==> src/rtl/wb_arb_pkg.sv <==
// Shared types and helpers for the two-master Wishbone arbiter.
// Latency: n/a (types and constant functions only).
// Backpressure: n/a.
package wb_arb_pkg;

    typedef enum logic [1:0] {
        A_IDLE = 2'd0,
        A_GNT0 = 2'd1,
        A_GNT1 = 2'd2
    } arb_state_t;

    // Bits needed to hold 0..maxout inclusive.
    function automatic int cnt_width(input int maxout);
        return (maxout < 1) ? 1 : $clog2(maxout + 1);
    endfunction

endpackage

==> src/rtl/wb_outst_cnt.sv <==
// Outstanding-strobe counter: saturating up/down count with synchronous clear.
// Latency: count updates on the clock edge after inc/dec/clr; flags are combinational from the count.
// Backpressure: inc is ignored when full, dec is ignored when empty; clr wins over both.
//
// Ports: clk_i/rst_i clock and async active-high reset; clr, inc, dec controls;
//        full (count == MAX) and empty (count == 0) flags.
module wb_outst_cnt #(
    parameter int MAX = 4,
    parameter int W   = 3
) (
    input  logic clk_i,
    input  logic rst_i,
    input  logic clr,
    input  logic inc,
    input  logic dec,
    output logic full,
    output logic empty
);

    logic [W-1:0] cnt;
    logic         inc_ok;
    logic         dec_ok;

    assign full   = (cnt == W'(MAX));
    assign empty  = (cnt == '0);
    assign inc_ok = inc & ~full;
    assign dec_ok = dec & ~empty;

    always_ff @(posedge clk_i or posedge rst_i) begin
        if (rst_i) begin
            cnt <= '0;
        end else if (clr) begin
            cnt <= '0;
        end else if (inc_ok && !dec_ok) begin
            cnt <= cnt + W'(1);
        end else if (dec_ok && !inc_ok) begin
            cnt <= cnt - W'(1);
        end
    end

endmodule

==> src/rtl/wb_arbiter2.sv <==
// Two-master, one-slave pipelined Wishbone arbiter, grant held for the whole cyc, round-robin on ties.
// Latency: grant one cycle after cyc is seen in idle; data path is combinational passthrough.
// Backpressure: owner stalls on s_stall or when MAXOUT strobes are unacked; non-owner always stalled.
//
// Ports: clk_i/rst_i clock and async active-high reset; m0_*/m1_* master-side Wishbone
//        (cyc/stb/we/adr/dat_i/sel in, stall/ack/dat_o out); s_* slave-side Wishbone;
//        grant one-hot current owner (2'b00 when idle).
module wb_arbiter2
    import wb_arb_pkg::*;
#(
    parameter  int AWIDTH = 32,
    parameter  int DWIDTH = 32,
    parameter  int MAXOUT = 4,
    localparam int SELW   = DWIDTH / 8
) (
    input  logic              clk_i,
    input  logic              rst_i,

    input  logic              m0_cyc,
    input  logic              m0_stb,
    input  logic              m0_we,
    input  logic [AWIDTH-1:0] m0_adr,
    input  logic [DWIDTH-1:0] m0_dat_i,
    input  logic [SELW-1:0]   m0_sel,
    output logic              m0_stall,
    output logic              m0_ack,
    output logic [DWIDTH-1:0] m0_dat_o,

    input  logic              m1_cyc,
    input  logic              m1_stb,
    input  logic              m1_we,
    input  logic [AWIDTH-1:0] m1_adr,
    input  logic [DWIDTH-1:0] m1_dat_i,
    input  logic [SELW-1:0]   m1_sel,
    output logic              m1_stall,
    output logic              m1_ack,
    output logic [DWIDTH-1:0] m1_dat_o,

    output logic              s_cyc,
    output logic              s_stb,
    output logic              s_we,
    output logic [AWIDTH-1:0] s_adr,
    output logic [DWIDTH-1:0] s_dat_o,
    output logic [SELW-1:0]   s_sel,
    input  logic              s_stall,
    input  logic              s_ack,
    input  logic [DWIDTH-1:0] s_dat_i,

    output logic [1:0]        grant
);

    localparam int CW = cnt_width(MAXOUT);

    arb_state_t state, state_d;
    logic       last, last_d;   // 1 = m1 owned the bus most recently
    logic       cnt_full;
    logic       cnt_empty;
    logic       cnt_clr;
    logic       cnt_inc;
    logic       cnt_dec;

    always_ff @(posedge clk_i or posedge rst_i) begin
        if (rst_i) begin
            state <= A_IDLE;
            last  <= 1'b1;      // so m0 wins the first tie
        end else begin
            state <= state_d;
            last  <= last_d;
        end
    end

    always_comb begin
        state_d  = state;
        last_d   = last;
        s_cyc    = 1'b0;
        s_stb    = 1'b0;
        s_we     = 1'b0;
        s_adr    = '0;
        s_dat_o  = '0;
        s_sel    = '0;
        m0_stall = 1'b1;
        m0_ack   = 1'b0;
        m0_dat_o = '0;
        m1_stall = 1'b1;
        m1_ack   = 1'b0;
        m1_dat_o = '0;

        case (state)
            A_IDLE: begin
                if (m0_cyc && m1_cyc) begin
                    state_d = last ? A_GNT0 : A_GNT1;
                end else if (m0_cyc) begin
                    state_d = A_GNT0;
                end else if (m1_cyc) begin
                    state_d = A_GNT1;
                end
            end
            A_GNT0: begin
                last_d   = 1'b0;
                s_cyc    = m0_cyc;
                s_stb    = m0_stb & ~cnt_full;
                s_we     = m0_we;
                s_adr    = m0_adr;
                s_dat_o  = m0_dat_i;
                s_sel    = m0_sel;
                m0_stall = s_stall | cnt_full;
                m0_ack   = s_ack & ~cnt_empty;  // acks with nothing pending are dropped
                m0_dat_o = s_dat_i;
                if (!m0_cyc) begin
                    state_d = A_IDLE;
                end
            end
            A_GNT1: begin
                last_d   = 1'b1;
                s_cyc    = m1_cyc;
                s_stb    = m1_stb & ~cnt_full;
                s_we     = m1_we;
                s_adr    = m1_adr;
                s_dat_o  = m1_dat_i;
                s_sel    = m1_sel;
                m1_stall = s_stall | cnt_full;
                m1_ack   = s_ack & ~cnt_empty;
                m1_dat_o = s_dat_i;
                if (!m1_cyc) begin
                    state_d = A_IDLE;
                end
            end
            default: begin
                state_d = A_IDLE;
            end
        endcase
    end

    // s_cyc low covers both idle and an owner dropping cyc; the latter aborts
    // any pending strobes, so the count is forced back to zero.
    assign cnt_clr = ~s_cyc;
    assign cnt_inc = s_stb & ~s_stall;
    assign cnt_dec = m0_ack | m1_ack;

    wb_outst_cnt #(
        .MAX (MAXOUT),
        .W   (CW)
    ) u_outst (
        .clk_i (clk_i),
        .rst_i (rst_i),
        .clr   (cnt_clr),
        .inc   (cnt_inc),
        .dec   (cnt_dec),
        .full  (cnt_full),
        .empty (cnt_empty)
    );

    assign grant = {state == A_GNT1, state == A_GNT0};

endmodule

==> config.mk <==
export PLATFORM = sky130hd
export DESIGN_NAME = wb_arbiter2
export DESIGN_NICKNAME = d
export VERILOG_FILES = /design/src/rtl/wb_arb_pkg.sv /design/src/rtl/wb_outst_cnt.sv /design/src/rtl/wb_arbiter2.sv
export SDC_FILE = /design/constraint.sdc
export NUM_CORES = 1
export LEC_CHECK = 0
export ABC_AREA = 1
export CAP_MARGIN = 25
export CELL_PAD_IN_SITES_DETAIL_PLACEMENT = 0
export CELL_PAD_IN_SITES_GLOBAL_PLACEMENT = 1
export CORE_ASPECT_RATIO = 0.75
export CORE_MARGIN = 3
export CORE_UTILIZATION = 13
export CTS_CLUSTER_SIZE = 14
export DETAILED_ROUTE_END_ITERATION = 8
export MAX_ROUTING_LAYER = met4
export PLACE_DENSITY_LB_ADDON = 0.1
export SLEW_MARGIN = 40
export SYNTH_ARGS = -nofsm -noshare
export SYNTH_HDL_FRONTEND = slang
export SYNTH_SLANG_ARGS = --single-unit
export TNS_END_PERCENT = 20
==> constraint.sdc <==
create_clock -name clk_i -period 3.9 [get_ports clk_i]
set_clock_uncertainty 0.2 [all_clocks]
set_input_delay 1.17 -clock clk_i [delete_from_list [all_inputs] [get_ports clk_i]]
set_output_delay 1.17 -clock clk_i [all_outputs]
set_load 0.02 [all_outputs]
Word-level counts from Yosys, hierarchy flattened
Cells that the tools add are included.
{"block": "op_classes", "n_lt_le_gt_ge": 0, "multipliers": 0, "shift": 0, "n_addsub": 2, "n_eq_ne": 7, "n_reduce_logical": 9, "bitwise_logic": 11, "div_mod_pow": 0, "muxes": 23}
{"cell": "32-bit case mux with 2 select lines", "count": 2}
{"cell": "32-bit 2-to-1 mux", "count": 2}
{"cell": "2-bit 2-to-1 mux", "count": 6}
{"cell": "3-bit 2-to-1 mux", "count": 3}
{"cell": "1-bit case mux with 2 select lines", "count": 4}
{"cell": "4-bit case mux with 2 select lines", "count": 1}
{"cell": "1-bit AND", "count": 6}
{"cell": "2-bit case mux with 3 select lines", "count": 1}
{"cell": "1-bit 2-to-1 mux", "count": 4}
{"cell": "2-bit inequality test (second input constant)", "count": 2}
{"cell": "4-bit inequality test (second input constant)", "count": 1}
{"cell": "3-bit by 1-bit adder with 3-bit output (second input constant)", "count": 1}
{"cell": "3-bit == test (second input constant)", "count": 1}
{"cell": "1-bit logical AND", "count": 3}
{"cell": "3-bit zero test", "count": 1}
{"cell": "3-bit by 1-bit inequality test with 1-bit output (second input constant)", "count": 1}
{"cell": "1-bit inverter", "count": 3}
{"cell": "3-bit AND reduction", "count": 1}
{"cell": "3-bit by 1-bit subtractor with 3-bit output (second input constant)", "count": 1}
{"cell": "2-bit by 1-bit == test with 1-bit output (second input constant)", "count": 1}
{"cell": "2-bit == test (second input constant)", "count": 1}
{"cell": "1-bit zero test", "count": 2}
{"cell": "2-bit zero test", "count": 1}
{"cell": "1-bit bitwise OR", "count": 2}
{"cell": "2-bit nonzero test", "count": 1}
{"block": "totals", "n_memories": 0, "latchBits": 0, "ramBits": 0, "inputBits": 178, "output_inout_bits": 141, "romBits": 0, "regBits": 6}

Logic depth before layout (Yosys ltp)
{"block": "logic_depth", "ltp_word": 11, "depth_mapped": 17, "depth_no_buf": 16}

By module
From an unflattened synthesis, not the netlist that was laid out.
{"block": "hier_totals", "hier_cells": 452, "hier_area_um2": 2125.8}
{"mod": "wb_arbiter2", "seq_area_each_um2": 76.3, "cells_each": 421, "instances": 1, "area_each_um2": 1909.3}
{"mod": "wb_outst_cnt", "seq_area_each_um2": 75.1, "cells_each": 31, "instances": 1, "area_each_um2": 216.5}

Worst setup path after synthesis
Ideal clock, no wire load.
{"block": "synth_path", "path_type": "input to output", "from": "input m1_stb", "to": "output s_stb", "path_buffers": 0, "setup_slack_ns": 0.826, "arrival_time_ns": 1.704, "path_stages": 4, "cell_sequence": "inv_1 > nand2_2 > nand3_4 > a21oi_1"}
{"block": "synth_via", "elab_chain_cells": 2}
{"item": "start, declared", "line_no": "wb_arbiter2.sv:30", "source": "input logic m1_stb,"}
{"item": "1-bit AND", "line_no": "wb_arbiter2.sv:116", "source": "s_stb = m1_stb & ~cnt_full;"}
{"item": "1-bit case mux with 2 select lines", "line_no": "wb_arbiter2.sv:88", "source": "case (state)"}
{"item": "end, declared", "line_no": "wb_arbiter2.sv:40", "source": "output logic s_stb,"}
Every way passes these cells.

Worst setup path in the final report
{"block": "layout_path", "from": "input m1_dat_i[27]", "to": "output s_dat_o[27]"}
{"block": "layout_via", "elab_chain_cells": 1}
{"item": "start, declared", "line_no": "wb_arbiter2.sv:33", "source": "input logic [DWIDTH-1:0] m1_dat_i,"}
{"item": "32-bit case mux with 2 select lines", "line_no": "wb_arbiter2.sv:88"}
{"item": "end, declared", "line_no": "wb_arbiter2.sv:43", "source": "output logic [DWIDTH-1:0] s_dat_o,"}
Every way passes these cells.

==> impl_metrics.tcl <==
set metrics [dict create \
    outcome "finished, final reports clean" \
    period_share_pct 99.2 \
    syn-cell-area_um2 2040 \
    slowest_delay_ns 0.64 \
    via_count 3683 \
    nNetsFinal 935 \
    r2r_cells 16 \
    cts_resized 5 \
    grt-ovfl-total 0 \
    portBuffers 318 \
    rows 39 \
    yosys_warnings 0 \
    grt_pass1_vias 3361 \
    hold_buffers 0 \
    die_x_um 151 \
    critical_path_class "in -> out" \
    clk_latency_ns 0.23 \
    p_leak_nw 2.78 \
    drc 0 \
    antenna_found_initial 0 \
    peakVddDrop_uv 444 \
    viasPerCell 3.85 \
    pre_cts_ws_ns -0.140 \
    crit_chain "clkdlybuf4s50_1, nand2_1, a21oi_1, clkdlybuf4s50_1" \
    ys_seq_elements 6 \
    finalMaxSlewViolations 0 \
    nFillCells 1661 \
    drt_iter0_drc 147 \
    crit_fanout 1 \
    r2r_setup_slack_ns 1.20 \
    root_buffer "clkbuf_16" \
    grt_max_degree 60 \
    cts.sinks 6 \
    coreArea_um2 15300 \
    ys_seq_area_share_pct 7.41 \
    clock_path_buffers 2 \
    maxCapViolCount 0 \
    ios 319 \
    avgSynthCellArea_um2 4.60 \
    slowest_stage "clkdlybuf4s50_1" \
    area_delta_synth_final_pct 176 \
    grt_pass1_wl_um 19700 \
    worst-path-buf-inv 2 \
    fmax_mhz 258 \
    worst_path_most_repeated_cell "clkdlybuf4s50_1" \
    min_period_ns 3.87 \
    cp-end-kind "output port" \
    slew_headroom_pct 73.3 \
    place_congestion 0.826 \
    min_path_type "reg -> reg" \
    n_antenna_cell 0 \
    drive_above_1_share_pct 4.66 \
    hold_viol 0 \
    whs_path_depth 2 \
    routed_wl_um 13800 \
    placed_cells 952 \
    die_area_um2 17300 \
    antenna_left 0 \
    cts_buffers 3 \
    crit_family "buffers and inverters" \
    rsz0062_at_grt "false" \
    worst_ep_required_time_ns 2.53 \
    cp-start-kind "input port" \
    hpwlAfterDp_um 11400 \
    powerDensity_nw_per_um2 591 \
    path_depth 4 \
    wl_per_cell_um 14.4 \
    setup_viol 0 \
    tightest_slew_ns 0.401 \
    synthesis.nets 627 \
    firstDrtPassIters 6 \
    crit_arrival_ns 2.50 \
    synth_cell_types 26 \
    h-tree-depth 1 \
    final_cells 956 \
    fp.dieH_um 115 \
    synthCells 444 \
    grt_usage_pct 14.6 \
    path_clk_slew_ns 0.03 \
    cts_tree "done" \
    cts_setup_buffers 0 \
    start_util_pct 13.3 \
    fin_ws_ns 0.0310 \
]
sequential cells by signal, indices dropped and copies added, names as in the netlist:
signal / cells
last: 1
state: 2
u_outst.cnt: 3
layer usage:
metal	global-route usage (%)	share of wire (%)	vias to the layer above	routed length [µm]
li1	-	-	1923	-
met3	2.10	6.7	10	920
met5	-	0	-	0
met2	27.2	53	132	7290
met1	17.3	39	1618	5430
met4	1.57	0.92	0	126
final timing paths:
path / end / startpoint
setup / recovery: s_dat_o[27] / m1_dat_i[27]
hold / removal: last / last
max in group asynchronous: last / rst_i
setup reg to reg: u_outst.cnt[2] / state[0]
hold reg to reg: last / last
min in group asynchronous: u_outst.cnt[0] / rst_i
synthesized netlist by cell type:
master,count,share of area [%]
o21ai_0,3,0.74
o21ai_1,1,0.24
nand2_4,1,0.55
nor2_2,1,0.31
fa_1,1,0.98
xor2_1,1,0.43
nand4_1,3,0.92
nand2_2,4,1.2
o211ai_2,1,0.61
inv_1,84,15
nand2_1,219,40
buf_2,12,2.9
nor2_4,1,0.55
dfrtp_1,5,6.1
a21oi_2,1,0.43
a21oi_1,71,17
inv_2,2,0.37
nand3_4,1,0.86
buf_4,2,0.74
nand3b_1,1,0.37
nand3_1,4,0.98
ha_1,4,2.5
clkinv_1,1,0.18
clkbuf_1,18,3.3
a31oi_1,1,0.31
dfstp_2,1,1.3
stage by stage:
stage,hold WS (ns),power (mW),util (%),instance area [µm²],setup TNS [ns]
3_5_place_dp,0.287,3.24,36.1,5530,-0.359
4_1_cts,0.292,3.41,36.6,5600,0
3_3_place_gp,0.281,3.25,36.1,5530,-0.314
5_1_grt,0.310,3.61,36.8,5640,0
6_report,0.289,3.34,36.8,5640,0
2_1_floorplan,0.260,1.71,-,2040,0
worst register-to-register path, cell delays in order (launching register included):
cell and delay [ns]:
dfrtp_1 0.40, inv_1 0.14, ha_2 0.23, buf_4 0.22, nand2_2 0.09, nand3_4 0.08
buf_4 0.13, nor2_4 0.04, nand2_4 0.09, inv_1 0.06, fa_1 0.43, xor2_1 0.18
nand3_1 0.09, nand2_1 0.08, inv_1 0.04, nand2_1 0.05, nand2_1 0.04
final cells by class:
type / instances / area (µm²) / share of cell area [%]
repair buffers: 335 / 3390 / 60.1
multi-input cells: 319 / 1440 / 25.5
flip-flops and latches: 6 / 151 / 2.68
clock buffers: 4 / 78.8 / 1.40
well taps: 205 / 256 / 4.55
inverters: 87 / 327 / 5.79
cell usage in the layout, fill, tap and decap left out:
cell             count
o21ai_1              1
clkbuf_1             1
ha_4                 1
clkinv_1             1
o21ai_0              3
nand2_4              1
nand3_1              4
nand2_2              4
nand3_4              1
dlymetal6s2s_1      15
dlygate4sd2_1        5
ha_1                 2
nor2_4               1
a31oi_1              1
a21oi_1             71
o211ai_2             1
buf_12               4
ha_2                 1
nand3b_1             1
a21oi_2              1
nor2_2               1
nand4_1              3
fa_1                 1
inv_1               84
dfrtp_1              5
clkbuf_16            3
xor2_1               1
clkdlybuf4s50_1    298
inv_2                2
nand2_1            219
dfstp_2              1
buf_4               13
power breakdown:
group	internal [mW]	switching (mW)
Combinational	1.30	1.77
Sequential	0.0826	0.0131
Clock	0.136	0.0351
Total	1.52	1.82
logic make-up after synthesis:
kind of cell / Yosys count / synth area share, %
adder cells (fa/ha/maj): 5 / 3.43
XOR/XNOR: 1 / 0.429
AND/OR/NAND/NOR: 235 / 46.0
buffers and inverters: 119 / 23.0
flip-flops: 6 / 7.41
AO/OA/AOI/OAI: 78 / 19.7
(Power assumes the default switching activity.)
